<file path="src/rtl/udt_close_handler.sv">
// UDT CLOSE control-packet processor: validates the header, matches the destination socket
// against the connection table and emits one state-update record per accepted CLOSE.
module udt_close_handler #(
    parameter int unsigned DATA_W      = 64,
    parameter int unsigned NUM_CONN    = 4,
    parameter int unsigned IDX_W       = 2,
    parameter logic [14:0] CLOSE_TYPE  = 15'd5,
    parameter logic [31:0] BROKEN_CODE = 32'd6,
    parameter int unsigned CNT_W       = 16
) (
    input  logic                   core_clk,
    input  logic                   core_rst_n,
    input  logic                   close_tvalid_i,
    input  logic [DATA_W-1:0]      close_tdata_i,
    input  logic [DATA_W/8-1:0]    close_tkeep_i,
    input  logic                   close_tlast_i,
    output logic                   close_tready_o,
    input  logic [NUM_CONN*32-1:0] conn_sock_id_i,
    input  logic [NUM_CONN-1:0]    conn_active_i,
    output logic [31:0]            udt_state_o,
    output logic [IDX_W-1:0]       conn_idx_o,
    output logic [31:0]            close_ts_o,
    output logic                   state_valid_o,
    input  logic                   state_ready_i,
    output logic [CNT_W-1:0]       close_cnt_o,
    output logic [CNT_W-1:0]       drop_cnt_o
);

    localparam bit TwoBeat = (DATA_W == 64);

    typedef enum logic [1:0] {StIdle, StHdr1, StDrain, StEmit} state_e;

    state_e            state_q;
    logic              tready_q;
    logic              valid_q;
    logic              ok_q;
    logic [63:0]       hi_q;
    logic              keep0_q;
    logic [31:0]       udt_state_q;
    logic [IDX_W-1:0]  conn_idx_q;
    logic [31:0]       close_ts_q;
    logic [CNT_W-1:0]  close_cnt_q;
    logic [CNT_W-1:0]  drop_cnt_q;

    logic [127:0]      tdata_x;
    logic [15:0]       keep_x;
    logic [127:0]      hdr;
    logic              keep_ok;
    logic              hit;
    logic [IDX_W-1:0]  hit_idx;
    logic              hs;
    logic              eval;
    logic              hdr_ok;
    logic              runt;
    logic              drain_end;
    logic              emit_now;
    logic              drop_now;

    assign tdata_x = 128'(close_tdata_i);
    assign keep_x  = 16'(close_tkeep_i);

    // The narrow stream assembles the header from the latched first beat plus the current one.
    assign hdr     = TwoBeat ? {hi_q, tdata_x[63:0]} : tdata_x;
    assign keep_ok = TwoBeat ? (keep0_q & (&keep_x[7:0])) : (&keep_x);

    // Scan downwards so the lowest matching live slot wins.
    always_comb begin
        hit     = 1'b0;
        hit_idx = '0;
        for (int k = NUM_CONN - 1; k >= 0; k--) begin
            if (conn_active_i[k] && (conn_sock_id_i[32*k +: 32] == hdr[31:0])) begin
                hit     = 1'b1;
                hit_idx = IDX_W'(k);
            end
        end
    end

    assign hs        = close_tvalid_i && tready_q;
    assign eval      = hs && (((state_q == StIdle) && !TwoBeat) || (state_q == StHdr1));
    assign hdr_ok    = hdr[127] && (hdr[126:112] == CLOSE_TYPE) && keep_ok && hit;
    assign runt      = hs && close_tlast_i && (state_q == StIdle) && TwoBeat;
    assign drain_end = hs && close_tlast_i && (state_q == StDrain);
    assign emit_now  = (eval && close_tlast_i && hdr_ok) || (drain_end && ok_q);
    assign drop_now  = runt || (eval && close_tlast_i && !hdr_ok) || (drain_end && !ok_q);

    always_ff @(posedge core_clk or negedge core_rst_n) begin
        if (!core_rst_n) begin
            state_q     <= StIdle;
            tready_q    <= 1'b0;
            valid_q     <= 1'b0;
            ok_q        <= 1'b0;
            hi_q        <= '0;
            keep0_q     <= 1'b0;
            udt_state_q <= '0;
            conn_idx_q  <= '0;
            close_ts_q  <= '0;
            close_cnt_q <= '0;
            drop_cnt_q  <= '0;
        end else begin
            tready_q <= (state_q == StEmit) ? state_ready_i : !emit_now;
            unique case (state_q)
                StIdle: begin
                    if (hs && TwoBeat) begin
                        hi_q    <= tdata_x[63:0];
                        keep0_q <= &keep_x[7:0];
                        if (!close_tlast_i) state_q <= StHdr1;
                    end
                end
                StHdr1, StDrain: ;
                StEmit: begin
                    if (state_ready_i) begin
                        valid_q <= 1'b0;
                        state_q <= StIdle;
                        if (close_cnt_q != '1) close_cnt_q <= close_cnt_q + 1'b1;
                    end
                end
            endcase
            // Record fields are captured at the header's last beat; later table changes are ignored.
            if (eval) begin
                ok_q    <= hdr_ok;
                state_q <= StDrain;
                if (hdr_ok) begin
                    conn_idx_q <= hit_idx;
                    close_ts_q <= hdr[63:32];
                end
            end
            if (emit_now) begin
                state_q     <= StEmit;
                valid_q     <= 1'b1;
                udt_state_q <= BROKEN_CODE;
            end else if (drop_now) begin
                state_q <= StIdle;
                if (drop_cnt_q != '1) drop_cnt_q <= drop_cnt_q + 1'b1;
            end
        end
    end

    assign close_tready_o = tready_q;
    assign state_valid_o  = valid_q;
    assign udt_state_o    = udt_state_q;
    assign conn_idx_o     = conn_idx_q;
    assign close_ts_o     = close_ts_q;
    assign close_cnt_o    = close_cnt_q;
    assign drop_cnt_o     = drop_cnt_q;

endmodule

</file>
<file path="config.mk">
export PLATFORM = sky130hd
export DESIGN_NAME = udt_close_handler
export DESIGN_NICKNAME = d
export VERILOG_FILES = /design/src/rtl/udt_close_handler.sv
export SDC_FILE = /design/constraint.sdc
export NUM_CORES = 1
export LEC_CHECK = 0
export CORE_AREA = 2 2 138 140
export CTS_CLUSTER_DIAMETER = 80
export DETAILED_ROUTE_END_ITERATION = 8
export DIE_AREA = 0 0 140 142
export HOLD_SLACK_MARGIN = 0.03
export PLACE_DENSITY = 0.64
export RECOVER_POWER = 100
export SETUP_SLACK_MARGIN = 0.3
export SLEW_MARGIN = 20
export SYNTH_ARGS = -nofsm -noshare
export SYNTH_HDL_FRONTEND = slang
export SYNTH_SLANG_ARGS = --single-unit
</file>
<file path="constraint.sdc">
create_clock -name core_clk -period 2.3 [get_ports core_clk]
set_input_delay 0.23 -clock core_clk [delete_from_list [all_inputs] [get_ports core_clk]]
set_output_delay 0.23 -clock core_clk [all_outputs]
set_load 0.005 [all_outputs]
</file>
After elaboration in Yosys (flattened, before gate mapping)
Index checks and enable logic that the tools add are counted.

Bits in registers: 137. Logic and storage cells: 81.

Add/subtract/negate cells: 2. Equal/unequal tests: 13. Mux-type cells: 19. Bitwise operators: 2. Reductions and logical operators: 34.

Operators with widths (number): $eq A32 B32 Y1 (4); $add A16 B1 Y16 const B (2); $ne A16 B16 Y1 const B (2); $mux W2 (10); $logic_and A1 B1 Y1 (17); $eq A15 B3 Y1 const B (1); $ne A5 B5 Y1 const B (3); $mux W1 (8); $reduce_and A8 Y1 (1); $reduce_and A2 Y1 (3); $reduce_and A3 Y1 (2); $reduce_bool A5 Y1 (1); $eq A2 B2 Y1 const B (2); $pmux W2 S2 (1); $reduce_and A4 Y1 (1); $reduce_bool A2 Y1 (2); $logic_not A1 Y1 (3); $logic_or A1 B1 Y1 (3); $eq A2 B1 Y1 const B (1); $logic_not A2 Y1 (1); $and A1 B1 Y1 (1); $not A1 Y1 (1).

Depth between registers and ports, before layout
Gate-level depths: netlist of run 1.

Word-level depth: 13. Mapped depth: 9. Mapped depth without buffers: 8.

Worst setup path after synthesis of run 1
OpenSTA, ideal clock, no wires.

Kind: input to register. Start: input close_tdata_i[21]. End: register close_ts_q[10], in the netlist close_ts_o[10]. Library setup time: 0.125 ns. Data arrival time: 2.282 ns. Required time: 2.175 ns. Slack: -0.107 ns. Cell stages on the path: 8. Path buffers: 1. Path through: xor2_1 > nor4_1 > nand4_1 > or4_4 > a41o_4 > nor2_4 > buf_4 > mux2_2.

Cells in the longest elaborated chain, start to end: 8.

Ends and longest elaborated chain: from (decl) (RTL line 14) `input logic [DATA_W-1:0] close_tdata_i,`; $eq A32 B32 Y1 (RTL line 71) `if (conn_active_i[k] && (conn_sock_id_i[32*k +: 32] == hdr[31:0])) begin`; $logic_and A1 B1 Y1 (RTL line 71); $mux W1 (3 in a row) (RTL line 71); $mux W1 * (RTL line 71); $logic_and A1 B1 Y1 * (RTL line 80) `assign hdr_ok = hdr[127] && (hdr[126:112] == CLOSE_TYPE) && keep_ok && hit;`; $reduce_and A2 Y1 (no line) *; to (signal assigned) (RTL line 124) `close_ts_q <= hdr[63:32];`; to (decl) (RTL line 41) `logic [31:0] close_ts_q;`.

Every way passes the cells marked *; elsewhere a longest branch is shown, timed or not. A chain may end at the register's enable or synchronous reset.

Worst setup path in the final report of run 1
Start: input conn_sock_id_i[117]. End: register state_q[0].

Cells in the longest elaborated chain, start to end: 13.

Ends and longest elaborated chain: from (decl) (RTL line 18) `input logic [NUM_CONN*32-1:0] conn_sock_id_i,`; $eq A32 B32 Y1 * (RTL line 71); $logic_and A1 B1 Y1 * (RTL line 71); $mux W1 * (4 in a row) (RTL line 71); $logic_and A1 B1 Y1 * (RTL line 80); $logic_not A1 Y1 (RTL line 84) `assign drop_now = runt || (eval && close_tlast_i && !hdr_ok) || (drain_end && !ok_q);`; $logic_and A1 B1 Y1 (RTL line 84); $logic_or A1 B1 Y1 (2 in a row) (RTL line 84); $ne A5 B5 Y1 (no line) (tied with other cells); $reduce_and A4 Y1 (no line) or $mux W2 (tied branches); to (signal assigned) (RTL line 88) `state_q <= StIdle;`; to (signal assigned) (RTL line 106) `if (!close_tlast_i) state_q <= StHdr1;`; to (signal assigned) (RTL line 113) `state_q <= StIdle;`; to (decl) (RTL line 33) `state_e state_q;`.

Marks and branches as above.

==> flow_summary_export.csv, run 1 <==
group,metric,value,unit
outcome,status,"finished with violations",
outcome,failed_checks,"design-rule violations, negative setup slack",
floorplan,start_util,29.2,%
synthesis,syn_area,5390,um^2
critical_path,crit_chain,"clkdlybuf4s50_1 -> xor2_1 -> nor4_2 -> nand4_1 -> or3_4 -> a41o_4 -> buf_6 -> or3b_4 -> a21oi_4 -> a311o_2",
clocking,cts.root.buffer_cell,"clkbuf_16",
route,wl,19800,um
timing,fin_ws,-0.240,ns
synthesis,synth_compound_area_share,3.27,%
grt,grt_pass1_wl,29100,um
route,firstDrtPassIters,9,
layout,nNetsFinal,1069,
critical_path,startpoint_type,"input port",
timing,relSlewSlack,27.3,%
floorplan,core_area,18500,um^2
critical_path,max_stage_delay,0.43,ns
synthesis,yosysMostFrequentCell,"xor2_1",
timing,finalHoldViolCount,0,
timing,maxSlewViolCount,0,
synthesis,yosys_warnings,0,
timing,setup_violations,40,
grt,grt_usage,19.2,%
synthesis,ys_types,45,
placement,detailed_place_hpwl,15700,um
synthesis,ys_seq_area_share,41.3,%
layout,synthToLayoutAreaGrowth,80.3,%
timing,max_freq,394,MHz
synthesis,synth_edf_count,0,
clocking,cts-buffers-inserted,9,
synthesis,synth_top_family_by_area,"XOR/XNOR gates",
layout,final_area,9720,um^2
floorplan,die_x,140,um
timing,rsz0062_at_grt,"yes",
synthesis,yosys.area_share.adder,0.464,%
grt,grt_start_max_net_pins,45,
worst_hold_path,hp-class,"register to register",
synthesis,synth.top_cells.by_area,"dfrtp_1 (41%), xor2_1 (20%), mux2_2 (10%), xnor2_1 (5.2%), buf_4 (4.7%)",
clocking,clockBufferDepth,2,
synthesis,ys_ff_latch,89,
floorplan,std_cell_rows,50,
route,drcViolationCount,15,
critical_path,critPathRequiredTime,2.57,ns
timing,fin_crit,2.54,ns
synthesis,ys_top_cells_by_count,"xor2_1 (124), dfrtp_1 (89), mux2_2 (49)",
layout,drive_above_1_share,26.1,%
timing,worst_pin_slew,1.09,ns
grt,gr-total-overflow,0,
grt,grt_pass1_vias,5083,
synthesis,synth_top_cell_by_area,"dfrtp_1",
placement,io_buffers,278,
route,vias,4953,
pwr,p_per_area,540,nW/um^2
timing,setup_tns,-7.40,ns
synthesis,synth-async-reset-ratio,100,%
synthesis,synthMuxAreaShare,10.6,%
clocking,path_clk_slew,0.06,ns
route,drt-vias-per-instance,4.51,
timing,hold-worst-slack,0.483,ns
critical_path,path_class,"input port to register",
pwr,p_total,5250,uW
critical_path,worstPathArrival,2.81,ns
clocking,clk_latency,0.34,ns
placement,place_area,8820,um^2
floorplan,pin_count,309,
route,ant_nets,0,
timing,min_period_over_period,110,%
clocking,htree_levels,3,
synthesis,synthFlopType,"dfrtp_1",
synthesis,syn_area_per_cell,10.9,um^2
synthesis,synth_xor_area_share,25.3,%
timing,finClkSkew,0.00719,ns
route,drtIter0Drc,179,
pwr,leakagePower,0.00455,uW
synthesis,synth_simple_gate_area_share,13.5,%
critical_path,crit_path_max_fanout,4,
critical_path,crit_path_end_kind,"register",
pwr,ir_drop,0.000382,V
floorplan,die_h,142,um
critical_path,slowest_stage,"or3_4",
placement,gp_congestion,0.890,
grt,antenna_found_initial,1,
route,wl_per_cell,18.0,um
run,maxCapViolations,0,
clocking,clkSinkCount,89,
synthesis,syn_inst,496,
floorplan,dieArea,19900,um^2
synthesis,yosysTopAreaCellShare,41.3,%
clocking,tritoncts,"built",
==> worst max-delay path: cells and delay by family <==
| kind | cells | cell delay [ns] |
|---|---|---|
| AO/OA/AOI/OAI | 3 | 0.59 |
| AND/OR/NAND/NOR | 4 | 1.29 |
| buffers and inverters | 2 | 0.53 |
| XOR/XNOR | 1 | 0.17 |
==> state kept, by name, indices dropped and copies added, names as in the netlist <==
name,flops
keep0_q,1
close_tready_o,1
state_q,2
close_ts_o,32
ok_q,1
hi_q,16
drop_cnt_o,16
conn_idx_o,2
state_valid_o,1
udt_state_o,1
close_cnt_o,16
==> through the flow <==
step	std cells	setup WS, ns	utilization [%]
final	1098	-0.240	52.7
after global routing	1098	-0.249	52.7
after CTS	1094	-0.183	51.6
after detailed placement	1064	-0.984	47.8
after global placement	1064	-1.00	47.8
after floorplan	525	-0.0322	-
==> report_power, final <==
group / switching (uW) / internal (uW)
combinational: 623 / 902
sequential: 226 / 1800
clock: 604 / 1090
==> timing repair <==
| item | 4_1_cts | 5_1_grt |
|---|---|---|
| gates cloned | 2 | 1 |
| buffers inserted | 11 | 2 |
| gates resized for setup | 221 | 78 |
| endpoints found under the setup margin | 56 | 59 |
| pin swaps | 40 | 43 |
| hold endpoints to repair | 41 | 0 |
| hold buffers | 1 | 0 |
==> cell usage in the layout (no fill, tap or decap), drive strengths merged, types with 2 or more instances in the layout <==
master         netlist  routed
xor2               124     124
a21oi                2       2
and3                 4       4
nand3b               3       3
nand3               24      24
or4                  3       3
conb                 1      30
nand4               19      19
nand2               17      17
nor4                28      28
dlygate4sd3          0      68
inv                  6       6
nor3                 7       7
bufinv               0       3
dlygate4sd2          0      55
o21ai                3       3
nor2                15      15
ha                   2       2
xnor2               32      32
or2                  3       3
o31ai                2       2
clkbuf               4      28
a21o                 2       2
dlymetal6s2s         0      11
clkdlybuf4s15        0      20
a21boi               3       3
or3                  3       3
mux2                51      51
buf                 34      85
o21a                 2       2
clkdlybuf4s50        0     104
dfrtp               89      89
==> per-layer routing <==
metal | share of wire, % | routed length [um] | global-route usage [%] | vias to the layer above
li1 | - | - | - | 2380
met1 | 45 | 8910 | 26.0 | 2409
met2 | 49 | 9800 | 32.3 | 143
met3 | 4.2 | 828 | 3.36 | 21
met4 | 1.4 | 275 | 3.99 | 0
met5 | 0 | 0 | 0 | -
==> worst paths after layout <==
check / startpoint / to / slack, ns / cells past startpoint
max: conn_sock_id_i[117] / state_q[0]$_DFFE_PN0P_ / -0.24 / 10
min: drop_cnt_o[8]$_DFFE_PN0P_ / drop_cnt_o[8]$_DFFE_PN0P_ / 0.48 / 1
max reg2reg: hi_q[59]$_DFFE_PN0P_ / state_q[0]$_DFFE_PN0P_ / -0.13 / 8
min reg2reg: drop_cnt_o[8]$_DFFE_PN0P_ / drop_cnt_o[8]$_DFFE_PN0P_ / 0.48 / 1
max in group asynchronous: core_rst_n / close_ts_o[12]$_DFFE_PN0P_ / 0.44 / 3
min in group asynchronous: core_rst_n / close_ts_o[15]$_DFFE_PN0P_ / 0.64 / 2
==> area by class of cell <==
class / instances / area [um^2]
diodes: 1 / 2.50
well taps: 234 / 293
clock inverters: 5 / 103
repair buffers: 360 / 3390
flip-flops and latches: 89 / 2230
fillers: 1691 / 8730
multi-input cells: 392 / 3440
inverters: 6 / 22.5
clock buffers: 11 / 243
==> cell families (layout without fill, tap and decap cells) <==
kind of cell | Yosys count | count (layout)
AOI/OAI and AO/OA | 22 | 22
xor gates and xnor gates | 156 | 156
adders and majority gates | 2 | 2
buffers and inverters | 44 | 382
DFF | 89 | 89
muxes | 51 | 51
other | 1 | 31
and+or+nand+nor | 131 | 131
(Power assumes the default switching activity.)
==> run 2, diff against run 1 <==
==> constraint.sdc (replaced) <==
create_clock -name core_clk -period 2.2 [get_ports core_clk]
set_input_delay 0.22 -clock core_clk [delete_from_list [all_inputs] [get_ports core_clk]]
set_output_delay 0.22 -clock core_clk [all_outputs]
set_load 0.005 [all_outputs]
==> flow_summary_export.csv, run 2 (synthesis results as in run 1) <==
group,metric,value,unit
timing,finClkSkew,0.00906,ns
critical_path,cp_num_buf_inv,5,
grt,grt_usage,19.3,%
clocking,tritoncts,"built",
route,drtIter0Drc,133,
placement,dpl.cell_count,1068,
clocking,path_clk_slew,0.06,ns
layout,nNetsFinal,1077,
route,drt-vias-per-instance,4.44,
layout,drive_above_1_share,22.4,%
layout,largest_register_ffs,32,
timing,rsz0062_at_grt,"yes",
timing,min_period_over_period,118,%
route,wl,19600,um
floorplan,start_util,29.2,%
timing,finalHoldViolCount,0,
critical_path,crit_chain,"clkdlybuf4s50_1 -> xor2_1 -> nor4_1 -> buf_4 -> nand4_1 -> or3_4 -> a41o_4 -> nor2_4 -> buf_12 -> buf_6 -> buf_16 -> mux2_2",
clocking,clkSinkCount,89,
critical_path,path_delay_family,"buffers and inverters",
route,wl_per_cell,17.7,um
timing,relSlewSlack,-5.87,%
clocking,clk_latency,0.33,ns
placement,io_buffers,278,
critical_path,worstPathArrival,2.81,ns
timing,max_freq,386,MHz
critical_path,critPathRequiredTime,2.42,ns
clocking,clockBufferDepth,2,
pwr,p_per_area,537,nW/um^2
outcome,failed_checks,"design-rule violations, max-capacitance violations, max-slew violations, negative setup slack",
critical_path,startpoint_type,"input port",
pwr,p_total,5190,uW
route,ant_nets,0,
route,firstDrtPassIters,9,
floorplan,die_h,142,um
timing,fin_ws,-0.388,ns
placement,gp_congestion,0.916,
outcome,status,"finished with violations",
grt,grt_start_max_net_pins,45,
critical_path,crit_path_end_kind,"register",
critical_path,slowest_stage,"clkdlybuf4s50_1",
floorplan,die_x,140,um
route,vias,4897,
route,drcViolationCount,12,
layout,diodes,0,
floorplan,dieArea,19900,um^2
clocking,cts.root.buffer_cell,"clkbuf_16",
timing,maxSlewViolCount,28,
run,maxCapViolations,1,
pwr,leakagePower,0.00442,uW
pwr,ir_drop,0.000462,V
timing,worst_pin_slew,1.59,ns
grt,gr-total-overflow,0,
layout,synthToLayoutAreaGrowth,79.1,%
clocking,cts-buffers-inserted,9,
timing,fin_crit,2.59,ns
critical_path,path_class,"input port to register",
clocking,htree_levels,3,
floorplan,std_cell_rows,50,
grt,grt_pass1_wl,29100,um
critical_path,max_stage_delay,0.41,ns
timing,setup_violations,56,
placement,place_area,8890,um^2
layout,final_cell_mix,"clkdlybuf4s50_1 (144), xor2_1 (122), dfrtp_1 (89)",
worst_hold_path,hp-class,"register to register",
layout,final_cells,1104,
layout,layout_commonest_cell,"clkdlybuf4s50_1",
floorplan,core_area,18500,um^2
grt,grt_pass1_vias,5068,
layout,final_area,9660,um^2
timing,setup_tns,-16.69,ns
layout,n_fill_cell,1731,
floorplan,pin_count,309,
critical_path,crit_path_max_fanout,5,
grt,antenna_found_initial,0,
placement,detailed_place_hpwl,15600,um
-- run 2: path summary, 6_finish.rpt --
path                                           start                    endpoint  slack, ns  cells after the start
max reg2reg                     hi_q[53]$_DFFE_PN0P_  close_ts_o[14]$_DFFE_PN0P_      -0.37                      9
min                        state_valid_o$_DFFE_PN0P_   state_valid_o$_DFFE_PN0P_       0.48                      1
min in group asynchronous                 core_rst_n   close_ts_o[2]$_DFFE_PN0P_       0.82                      2
max in group asynchronous                 core_rst_n  close_ts_o[13]$_DFFE_PN0P_       0.26                      3
min reg2reg                state_valid_o$_DFFE_PN0P_   state_valid_o$_DFFE_PN0P_       0.48                      1
max                               conn_sock_id_i[33]  close_ts_o[14]$_DFFE_PN0P_      -0.39                     12
-- run 2: power by group --
group | total [uW] | switching (uW) | internal, uW
Clock | 1490 | 618 | 874
Combinational | 1610 | 657 | 953
Sequential | 2080 | 198 | 1890
-- run 2: layer usage --
metal	global-route usage [%]	routed length, um
met5	0	0
met4	4.04	268
met3	3.10	651
met2	32.8	9710
met1	26.3	8960
-- run 2: layout make-up --
type / instances / area [um^2] / share of cell area (%)
Timing Repair Buffer: 368 / 3560 / 36.9
Sequential cell: 89 / 2230 / 23.1
Clock buffer: 10 / 229 / 2.37
Tap cell: 234 / 293 / 3.03
Multi-Input combinational cell: 392 / 3270 / 33.8
Inverter: 6 / 22.5 / 0.233
Clock inverter: 5 / 57.6 / 0.596
-- run 2: worst register-to-register path, delay by kind of cell, from the launching register on --
family | cells | cell delay, ns
muxes | 1 | 0.32
and+or+nand+nor | 4 | 1.12
buffers and inverters | 3 | 0.35
AOI/OAI and AO/OA | 1 | 0.27
DFF | 1 | 0.38
-- run 2: what timing repair did --
| action | CTS | global route |
|---|---|---|
| hold buffers | 1 | 0 |
| pin swaps | 33 | 14 |
| buffers inserted | 12 | 3 |
| gates cloned | 4 | 1 |
| hold endpoints to repair | 25 | 0 |
| endpoints found under the setup margin | 57 | 63 |
| resized for setup | 143 | 27 |
-- run 2: through the flow --
step / hold WS (ns) / util, % / setup slack, ns
after floorplan: -0.0756 / - / -0.122
after global placement: 0.169 / 48.2 / -0.999
after detailed placement: 0.173 / 48.2 / -1.08
after CTS: 0.354 / 51.9 / -0.391
after global routing: 0.489 / 52.3 / -0.490
final: 0.479 / 52.3 / -0.388
==> run 3, diff against run 2 <==
--- a/config.mk
+++ b/config.mk
@@ -5,10 +5,12 @@
 export SDC_FILE = /design/constraint.sdc
 export NUM_CORES = 1
 export LEC_CHECK = 0
-export CORE_AREA = 2 2 138 140
+export ABC_CLOCK_PERIOD_IN_PS = 2200
+export CORE_AREA = 4 4 140 142
 export CTS_CLUSTER_DIAMETER = 80
 export DETAILED_ROUTE_END_ITERATION = 8
-export DIE_AREA = 0 0 140 142
+export DIE_AREA = 0 0 144 146
+export GPL_ROUTABILITY_DRIVEN = 1
 export HOLD_SLACK_MARGIN = 0.03
 export PLACE_DENSITY = 0.64
 export RECOVER_POWER = 100
==> flow_summary_export.csv, run 3 (synthesis results as in run 1) <==
group,metric,value,unit
placement,gp_congestion,0.898,
floorplan,core_area,18500,um^2
pwr,leakagePower,0.00467,uW
clocking,clockBufferDepth,2,
timing,finalHoldViolCount,0,
timing,fin_ws,-0.335,ns
timing,setup_tns,-11.72,ns
floorplan,start_util,29.2,%
critical_path,path_class,"input port to register",
layout,layout_commonest_cell,"xor2_1",
critical_path,endpoint,"close_ts_o[16]$_DFFE_PN0P_",
timing,min_period_over_period,115,%
layout,fin_util,52.1,%
critical_path,max_stage_delay,0.56,ns
outcome,failed_checks,"negative setup slack",
critical_path,timing.rr.end,"close_ts_o[16]$_DFFE_PN0P_",
clocking,clkSinkCount,89,
critical_path,crit-reg2reg-launch,"hi_q[53]$_DFFE_PN0P_",
critical_path,path_delay_family,"simple AND/OR/NAND/NOR gates",
floorplan,die_h,146,um
critical_path,cp_num_buf_inv,5,
critical_path,worstPathArrival,2.75,ns
route,firstDrtPassIters,4,
floorplan,std_cell_rows,50,
route,drcViolationCount,0,
floorplan,die_x,144,um
clocking,tritoncts,"built",
grt,grt_pass1_wl,30200,um
pwr,p_per_area,536,nW/um^2
clocking,path_clk_slew,0.07,ns
grt,antenna_found_initial,1,
worst_hold_path,hp-class,"register to register",
critical_path,worst-r2r-setup-slack,-0.29,ns
timing,setup_violations,49,
grt,grt_pass1_vias,5148,
floorplan,dieArea,21000,um^2
timing,maxSlewViolCount,0,
clocking,cts.root.buffer_cell,"clkbuf_16",
layout,synthToLayoutAreaGrowth,78.2,%
layout,nNetsFinal,1075,
route,vias,4944,
critical_path,critPathRequiredTime,2.42,ns
layout,largest_register_ffs,32,
placement,io_buffers,278,
critical_path,cp-startpoint,"close_tdata_i[20]",
run,maxCapViolations,0,
route,wl,20500,um
critical_path,crit_cells,12,
critical_path,startpoint_type,"input port",
floorplan,pin_count,309,
grt,grt_usage,18.8,%
timing,worst_pin_slew,1.21,ns
critical_path,crit_chain,"buf_2 -> buf_6 -> xor2_1 -> nor4_2 -> nand4_1 -> or4_4 -> a41o_4 -> nor2_4 -> buf_6 -> buf_6 -> buf_16 -> mux2_4",
critical_path,crit_path_end_kind,"register",
timing,finClkSkew,0.00728,ns
pwr,p_total,5150,uW
grt,grt_start_max_net_pins,48,
route,wl_per_cell,18.6,um
layout,drive_above_1_share,26.5,%
critical_path,worst_path_most_repeated_cell,"buf_6",
clocking,htree_levels,3,
critical_path,rr_worst_depth,9,
route,ant_nets,0,
clocking,clk_latency,0.33,ns
grt,gr-total-overflow,0,
placement,detailed_place_hpwl,16600,um
outcome,status,"finished with violations",
critical_path,slowest_stage,"or4_4",
critical_path,crit_path_max_fanout,8,
clocking,cts-buffers-inserted,9,
timing,max_freq,394,MHz
layout,final_cell_mix,"xor2_1 (118), clkdlybuf4s50_1 (108), dfrtp_1 (89)",
timing,rsz0062_at_grt,"yes",
route,drtIter0Drc,143,
pwr,ir_drop,0.000397,V
timing,relSlewSlack,19.3,%
timing,fin_crit,2.54,ns
route,drt-vias-per-instance,4.48,
-- run 3: cell count changes in the layout (fill, tap and decap cells not counted), moves of 5 or more --
cell | before | now
buf_2 | 3 | 9
clkbuf_2 | 1 | 19
clkdlybuf4s50_1 | 144 | 108
dlygate4sd2_1 | 50 | 28
dlymetal6s2s_1 | 0 | 32
mux2_2 | 20 | 35
mux2_4 | 31 | 15
nor4_1 | 16 | 11
nor4_2 | 12 | 17
-- run 3: cell type report --
| type | count | area, um^2 |
|---|---|---|
| diodes | 1 | 2.50 |
| clock buffers | 10 | 229 |
| clock inverters | 6 | 43.8 |
| fillers | 1701 | 8850 |
| inverters | 6 | 22.5 |
| multi-input cells | 393 | 3330 |
| flip-flops and latches | 89 | 2230 |
| well taps | 234 | 293 |
| repair buffers | 365 | 3460 |
-- run 3: timing repair --
item	in CTS	in global routing
setup endpoints to repair	57	68
buffers inserted	9	8
hold endpoints to repair	45	0
pin swaps	42	55
hold buffers	1	0
cloned	3	1
gates resized for setup	157	116
-- run 3: how the worst min path moves through the flow --
| stage | start | endpoint | slack [ns] | cells after the start |
|---|---|---|---|---|
| finish | drop_cnt_o[8]$_DFFE_PN0P_ | drop_cnt_o[8]$_DFFE_PN0P_ | 0.49 | 1 |
| global route | close_tdata_i[36] | close_ts_o[4]$_DFFE_PN0P_ | 0.49 | 2 |
| CTS | core_rst_n | close_ts_o[3]$_DFFE_PN0P_ | 0.47 | 2 |
| detailed placement | core_rst_n | close_ts_o[9]$_DFFE_PN0P_ | 0.29 | 1 |
| global placement | core_rst_n | close_ts_o[7]$_DFFE_PN0P_ | 0.29 | 1 |
| floorplan | core_rst_n | close_cnt_o[0]$_DFFE_PN0P_ | -0.08 | 0 |
-- run 3: through the flow --
| stage | instance area, um^2 | std cells | setup WS (ns) | hold slack, ns |
|---|---|---|---|---|
| final | 9610 | 1104 | -0.335 | 0.485 |
| after global placement | 8870 | 1065 | -1.19 | 0.294 |
| after detailed placement | 8870 | 1065 | -1.13 | 0.289 |
| after global routing | 9610 | 1104 | -0.391 | 0.490 |
| after CTS | 9440 | 1094 | -0.373 | 0.473 |
| after floorplan | 5550 | 525 | -0.122 | -0.0756 |
-- run 3: where the power goes --
group,switching [uW],internal (uW),leakage (uW)
sequential,203,1890,0.00119
clock,654,770,0.000133
combinational,694,946,0.00335
-- run 3: layer usage --
metal	vias up	GRT usage (%)	part of all wire [%]	wire length [um]
li1	2401	-	-	-
met1	2386	26.2	45	9190
met2	132	30.9	50	10300
met3	25	2.73	3.3	688
met4	0	4.00	1.9	387
met5	-	0	0	0
